===== src/rtl/quick_sort_io_sequencer.sv =====
// Load/sort/drain sequencer around the quick-sort engine's register file.
// Optional word-sum integrity check enabled by defining QS_IO_CHECKSUM_EN.
module quick_sort_io_sequencer #(
  parameter int WORD_SIZE = 16,
  parameter int MAX_LEN   = 32,
  parameter int LEN_W     = 6
) (
  input  logic                 clk,
  input  logic                 reset,
  input  logic                 cmd_start,
  input  logic [WORD_SIZE-1:0] base_addr,
  input  logic [LEN_W-1:0]     len,
  input  logic [WORD_SIZE-1:0] in_data,
  input  logic                 in_valid,
  output logic                 in_ready,
  output logic [WORD_SIZE-1:0] out_data,
  output logic                 out_valid,
  input  logic                 out_ready,
  output logic                 out_last,
  output logic [WORD_SIZE-1:0] mem_addr,
  output logic [WORD_SIZE-1:0] mem_wdata,
  input  logic [WORD_SIZE-1:0] mem_rdata,
  output logic                 mem_read_en,
  output logic                 mem_write_en,
  output logic                 mem_owner,
  output logic                 sort_start,
  output logic [WORD_SIZE-1:0] sort_lo,
  output logic [WORD_SIZE-1:0] sort_hi,
  input  logic                 sort_done,
  output logic                 busy,
  output logic                 err_len
`ifdef QS_IO_CHECKSUM_EN
  ,
  output logic                 chk_err
`endif
);

  typedef enum logic [2:0] {
    IDLE, LOAD, SORT_REQ, SORT_WAIT, DRAIN_RD, DRAIN_CAP, DRAIN_HOLD
  } state_e;

  state_e               state_q, state_d;
  logic [LEN_W-1:0]     k_q, k_d, len_q, len_d;
  logic [WORD_SIZE-1:0] base_q, base_d, out_data_q, out_data_d;
  logic                 err_len_q, err_len_d;
  logic                 len_ok, cmd_accept, in_fire, out_fire, k_last;
  logic [WORD_SIZE-1:0] addr_k;

  assign len_ok     = (len != '0) && (len <= LEN_W'(MAX_LEN));
  assign cmd_accept = (state_q == IDLE) && cmd_start && len_ok;
  assign in_fire    = (state_q == LOAD) && in_valid;
  assign out_fire   = (state_q == DRAIN_HOLD) && out_ready;
  assign k_last     = (k_q == len_q - LEN_W'(1));
  assign addr_k     = base_q + WORD_SIZE'(k_q);

  assign out_data = out_data_q;
  assign err_len  = err_len_q;
  assign busy     = (state_q != IDLE);
  assign sort_lo  = '0;

  always_comb begin
    state_d      = state_q;
    k_d          = k_q;
    len_d        = len_q;
    base_d       = base_q;
    out_data_d   = out_data_q;
    err_len_d    = 1'b0;
    in_ready     = 1'b0;
    out_valid    = 1'b0;
    out_last     = 1'b0;
    mem_addr     = '0;
    mem_wdata    = '0;
    mem_read_en  = 1'b0;
    mem_write_en = 1'b0;
    mem_owner    = 1'b0;
    sort_start   = 1'b0;
    sort_hi      = '0;
    unique case (state_q)
      IDLE: begin
        if (cmd_accept) begin
          base_d  = base_addr;
          len_d   = len;
          k_d     = '0;
          state_d = LOAD;
        end else if (cmd_start) begin
          err_len_d = 1'b1;
        end
      end
      LOAD: begin
        in_ready = 1'b1;
        if (in_fire) begin
          mem_write_en = 1'b1;
          mem_addr     = addr_k;
          mem_wdata    = in_data;
          if (k_last) begin
            k_d     = '0;
            // A single element is already sorted, so skip the engine entirely.
            state_d = (len_q == LEN_W'(1)) ? DRAIN_RD : SORT_REQ;
          end else begin
            k_d = k_q + LEN_W'(1);
          end
        end
      end
      SORT_REQ: begin
        mem_owner  = 1'b1;
        sort_start = 1'b1;
        sort_hi    = WORD_SIZE'(len_q - LEN_W'(1));
        state_d    = SORT_WAIT;
      end
      SORT_WAIT: begin
        mem_owner = 1'b1;
        sort_hi   = WORD_SIZE'(len_q - LEN_W'(1));
        if (sort_done) state_d = DRAIN_RD;
      end
      DRAIN_RD: begin
        mem_read_en = 1'b1;
        mem_addr    = addr_k;
        state_d     = DRAIN_CAP;
      end
      DRAIN_CAP: begin
        out_data_d = mem_rdata;
        state_d    = DRAIN_HOLD;
      end
      DRAIN_HOLD: begin
        out_valid = 1'b1;
        out_last  = k_last;
        if (out_fire) begin
          if (k_last) begin
            k_d     = '0;
            state_d = IDLE;
          end else begin
            k_d     = k_q + LEN_W'(1);
            state_d = DRAIN_RD;
          end
        end
      end
      default: state_d = IDLE;
    endcase
  end

  always_ff @(posedge clk or negedge reset) begin
    if (!reset) begin
      state_q    <= IDLE;
      k_q        <= '0;
      len_q      <= '0;
      base_q     <= '0;
      out_data_q <= '0;
      err_len_q  <= 1'b0;
    end else begin
      state_q    <= state_d;
      k_q        <= k_d;
      len_q      <= len_d;
      base_q     <= base_d;
      out_data_q <= out_data_d;
      err_len_q  <= err_len_d;
    end
  end

`ifdef QS_IO_CHECKSUM_EN
  logic [WORD_SIZE-1:0] load_sum_q, load_sum_d, drain_sum_q, drain_sum_d;
  logic                 chk_err_q, chk_err_d;

  assign chk_err = chk_err_q;

  // The final word is folded in at compare time since drain_sum only updates at the edge.
  always_comb begin
    load_sum_d  = load_sum_q;
    drain_sum_d = drain_sum_q;
    chk_err_d   = chk_err_q;
    if (cmd_accept) begin
      load_sum_d  = '0;
      drain_sum_d = '0;
      chk_err_d   = 1'b0;
    end
    if (in_fire) load_sum_d = load_sum_q + in_data;
    if (out_fire) begin
      drain_sum_d = drain_sum_q + out_data_q;
      if (k_last) chk_err_d = chk_err_q | (load_sum_q != (drain_sum_q + out_data_q));
    end
  end

  always_ff @(posedge clk or negedge reset) begin
    if (!reset) begin
      load_sum_q  <= '0;
      drain_sum_q <= '0;
      chk_err_q   <= 1'b0;
    end else begin
      load_sum_q  <= load_sum_d;
      drain_sum_q <= drain_sum_d;
      chk_err_q   <= chk_err_d;
    end
  end
`endif

endmodule


===== config.mk =====
export PLATFORM = sky130hd
export DESIGN_NAME = quick_sort_io_sequencer
export DESIGN_NICKNAME = d
export VERILOG_FILES = /design/src/rtl/quick_sort_io_sequencer.sv
export SDC_FILE = /design/constraint.sdc
export NUM_CORES = 1
export LEC_CHECK = 0
export ABC_CLOCK_PERIOD_IN_PS = 2200
export CAP_MARGIN = 20
export CORE_MARGIN = 4
export CORE_UTILIZATION = 38
export DETAILED_ROUTE_END_ITERATION = 12
export HOLD_SLACK_MARGIN = 0.12
export PLACE_DENSITY = 0.82
export RECOVER_POWER = 100
export SYNTH_ARGS = -nofsm -noshare
export SYNTH_HDL_FRONTEND = slang
export SYNTH_SLANG_ARGS = --single-unit

===== constraint.sdc =====
create_clock -name clk -period 2.2 [get_ports clk]
set_input_delay 0.33 -clock clk [delete_from_list [all_inputs] [get_ports clk]]
set_output_delay 0.33 -clock clk [all_outputs]
set_load 0.02 [all_outputs]

# After elaboration in Yosys (flattened, before gate mapping)
# Index checks and enable logic that the tools add are counted.
[word_totals] register_bits=48 in_bits=60 output_inout_bits=89
[classes] addsub=4 magnitude_cmp=1 eq_ne=13 mux=29 reduce_logical=13
[op_table] operator="two-way mux 16 bit" n=4
[op_table] operator="case mux 16 bit (2 select lines)" n=1
[op_table] operator="two-way mux 6 bit" n=4
[op_table] operator="two-way mux 3 bit" n=7
[op_table] operator="case mux 3 bit (7 select lines)" n=1
[op_table] operator="case mux 6 bit (3 select lines)" n=1
[op_table] operator="adder 16 x 6 -> 16 bit" n=1
[op_table] operator="two-way mux 1 bit" n=11
[op_table] operator="!= test 2 bit, second input constant" n=5
[op_table] operator="== test 3 bit, second input constant" n=3
[op_table] operator="subtractor 6 x 1 -> 7 bit, second input constant" n=1
[op_table] operator="adder 6 x 1 -> 6 bit, second input constant" n=1
[op_table] operator="== test 3 x 2 -> 1 bit, second input constant" n=2
[op_table] operator="== test 6 x 1 -> 1 bit, second input constant" n=1
[op_table] operator="== test 6 bit" n=1
[op_table] operator="<= comparator 6 bit, second input constant" n=1
[op_table] operator="nonzero test 3 bit" n=2
[op_table] operator="nonzero test 6 bit" n=1
[op_table] operator="subtractor 6 x 1 -> 6 bit, second input constant" n=1
[op_table] operator="logical AND 1 bit" n=5
[op_table] operator="AND reduction 5 bit" n=1
[op_table] operator="AND reduction 4 bit" n=1
[op_table] operator="== test 3 x 1 -> 1 bit, second input constant" n=1
[op_table] operator="logical NOT 3 bit" n=1
[op_table] operator="other kinds (2)" n=2

# Depth between registers and ports, before layout
[logic_depth] depth_word=5 mapped_depth=9 depth_no_buf=8

# Least setup slack after synthesis
# OpenSTA, ideal clock, no wires.
[synth_path] path_kind="reg-to-output" startpoint="register k_q[0]" endpoint="output mem_addr[10]" arrival_time_ns=2.136 required_ns=1.870 setup_slack_ns=-0.266 stages_incl_launch_ff=9 cell_sequence="dfrtp_1 -> ha_1 -> fa_1 -> a21o_1 -> a21oi_1 -> o21a_1 -> nor3_1 -> xnor2_1 -> nor2_1"
[synth_between] elab_chain_len=3
[synth_lines] element="start: declaration" line_no="43" rtl="logic [LEN_W-1:0] k_q, k_d, len_q, len_d;"
[synth_lines] element="start signal: assignment" line_no="151" rtl="k_q <= k_d;"
[synth_lines] element="adder 16 x 6 -> 16 bit (*)" line_no="54" rtl="assign addr_k = base_q + WORD_SIZE'(k_q);"
[synth_lines] element="two-way mux 16 bit" line_no="91" rtl="if (in_fire) begin"
[synth_lines] element="case mux 16 bit (2 select lines) (*)" line_no="78" rtl="unique case (state_q)"
[synth_lines] element="end: declaration" line_no="20" rtl="output logic [WORD_SIZE-1:0] mem_addr,"
# Mark *: on every way between the ends. The rest lies on a longest branch, timed or not.

# Worst setup path after layout
[layout_path] startpoint="register base_q[0]" endpoint="output mem_addr[6]"
[layout_between] elab_chain_len=3
[layout_lines] element="start: declaration" line_no="44" rtl="logic [WORD_SIZE-1:0] base_q, base_d, out_data_q, out_data_d;"
[layout_lines] element="start signal: assignment" line_no="153" rtl="base_q <= base_d;"
[layout_lines] element="adder 16 x 6 -> 16 bit (*)" line_no="54"
[layout_lines] element="two-way mux 16 bit" line_no="91"
[layout_lines] element="case mux 16 bit (2 select lines) (*)" line_no="78"
# Marks and branches as above.

==> flow_summary.toml <==
[yosys]
yosys.area.top_type = "dfrtp_1"
synth_seq_cells = 48
syn_area_um2 = 3140
syn_inst = 317
avgSynthCellArea_um2 = 9.90
yosysWarnings = 0
synth_area_leaders = "dfrtp_1, mux2_1, buf_4"
synth_top_area_share = 0.383
async_flop_share = 1.00
synth_edf_count = 0
synth_ff_type = "dfrtp_1"
synth_cell_types = 53
synth-seq-area-share = 0.383

[run_status]
violations = "negative setup slack"
outcome = "complete, but fails checks"

[placed_design]
dp_slack_ps = -609
port_buffers = 132
placed_area_um2 = 4900
hpwl_um = 7180
globalplace.congestion = 0.903

[setup_path]
worstSetupPathType = "reg -> out"
crit_chain = "ha_2 -> fa_2 -> a21o_1 -> a21oi_2 -> buf_4 -> o21bai_1 -> a21oi_1 -> xor2_1 -> nor2_2 -> buf_6"
reg2reg_from = "len_q[0]"
required_ps = 1870
cp-start-kind = "flip-flop"
crit_buf_inv = 2
ff2ff_setup_slack_ps = -130
cp-end-kind = "primary output"
crit_start = "base_q[0]"
reg2reg_depth = 9
slowest_stage = "dfrtp_1"
worst_r2r_endpoint = "k_q[3]"
crit_end = "mem_addr[6]"
critPathMaxStageDelay_ps = 390
crit_arrival_ps = 2270
crit_cells = 10
cp_max_fo = 2
cp_top_family = "adder cells"

[die]
die_x_um = 98.9
boundaryPins = 149
core-area_um2 = 7890
initial_core_util = 0.398
die_area_um2 = 9780
die_height_um = 98.9
rows = 32

[cts]
cts_tree = "done"
clockRootBuffer = "clkbuf_8"
numClockSinks = 48
cts_buffers = 5
clk_path_buf_depth = 2
clk_latency_ps = 310
htree_levels = 2
cts.clk_slew.worst_paths_ps = 100

[detailed_routing]
drt_pass1_iterations = 5
antenna_left = 0
first_iter_violations = 67
drc = 0
vias = 3093
routed_wl_um = 9880
vias_per_cell = 5.03
routedWlPerCell_um = 16.1

[power_and_ir_drop]
leakagePower_nw = 2.50
ir_worst_vdd_mv = 0.590
power_density_nw_per_um2 = 1490

[sta]
finClkSkew_ps = 11.2
hold_viol = 0
drv_slew = 0
setup-violations-final = 17
relSlewSlack = 0.151
rsz0062_at_grt = "yes"
finalWorstPathRequiredPeriod_ps = 2600
fin_ws_ps = -395
tns_ps = -3500
period_share = 1.18
fmax_ghz = 0.385
tightest_slew_ps = 1270

[global_route]
first_global_vias = 3218
grt_pass1_wl_um = 15100
grt_max_degree = 25
groute.usage.overall = 0.188
antenna_found_initial = 0
grt-ovfl-total = 0

[min_path]
hold_depth = 1
hold_path.class = "reg -> reg"

[layout]
drive_gt1_frac = 0.339
nets = 582
fillers = 618
design_area_um2 = 5240
layout_common_cells = "buf_4, clkdlybuf4s50_1, dfrtp_1"
finalCoreUtilization = 0.665
area_growth_pct = 67.1
n_antenna_cell = 0
layout_commonest_cell = "buf_4"

[run]
maxCapViolations = 0
-- stage by stage --
step / power (mW) / hold slack (ps) / instances
2_1_floorplan: 4.26 / 34.4 / 332
3_3_place_gp: 6.40 / 333 / 591
3_5_place_dp: 6.56 / 338 / 591
4_1_cts: 7.52 / 517 / 610
5_1_grt: 8.32 / 529 / 615
6_report: 7.83 / 509 / 615
-- worst min-delay path by stage --
stage | start | to | slack [ps]
after detailed placement | reset | len_q[4] | 340
after floorplan | reset | base_q[0] | 30
final | out_data[13] | out_data[13] | 510
after CTS | base_q[5] | base_q[5] | 520
after global routing | out_data[15] | out_data[15] | 530
after global placement | reset | len_q[4] | 330
-- cell families (layout without fill, tap and decap cells) --
logic type	count (synthesis)	in the layout	synth area share
and+or+nand+nor	111	111	0.188
buffers and inverters	49	230	0.0909
other	1	16	0.00120
muxes	39	39	0.140
DFF	48	48	0.383
xor gates and xnor gates	23	23	0.0774
AOI/OAI and AO/OA	36	36	0.0778
adders and majority gates	10	10	0.0423
-- cell usage after synthesis, drive strengths merged (3+ instances only) --
master  number
clkbuf       5
and3        20
nand4        5
o21ai        8
nand2b       3
inv         12
dfrtp       48
xnor3        3
nor2        36
o31ai        4
nor2b        4
mux2        39
and2         3
xnor2       13
buf         32
xor2         7
nand3        9
nand2        9
a21oi        9
or3          4
ha           9
nor3        11
-- worst reg2reg max path: stages, from the launching register on --
cell and delay, ps:
dfrtp_1 420, inv_1 100, ha_4 160, nor3b_4 230, xnor3_1 230, and4b_1 210
buf_4 150, and2_4 150, or3_4 390, o31ai_2 190
-- per-layer routing --
metal / vias up / global-route usage / routed length, µm
met5: - / 0 / 0
met4: 0 / 0.0452 / 162
met3: 15 / 0.0453 / 682
met2: 128 / 0.346 / 5200
met1: 1492 / 0.218 / 3840
li1: 1458 / - / -
-- flip-flops by register name, indices dropped and copies added (netlist names) --
signal,cells
base_q,16
out_data,16
k_q,6
len_q,6
state_q,3
err_len,1
-- power breakdown --
part	internal [mW]	total [mW]	switching, mW
registers	1.30	1.59	0.294
logic	2.81	5.57	2.76
clock network	0.343	0.670	0.327
-- what timing repair did --
action / 4_1_cts / 5_1_grt
endpoints found under the hold margin: 21 / 0
gates cloned: 1 / 0
resized for setup: 151 / 54
setup buffers: 9 / 6
endpoints found under the setup margin: 58 / 49
pin swaps: 29 / 19
hold buffers: 1 / 0
-- final cells by class --
class	count	area [µm²]	share of cell area
timing repair buffer	210	1800	0.343
inverter	12	45.0	0.00859
multi-input combinational	235	1950	0.373
tap	102	128	0.0243
clock buffer	5	68.8	0.0131
clock inverter	3	46.3	0.00883
sequential	48	1200	0.229
Note: power is estimated with default switching activity, not from simulation.
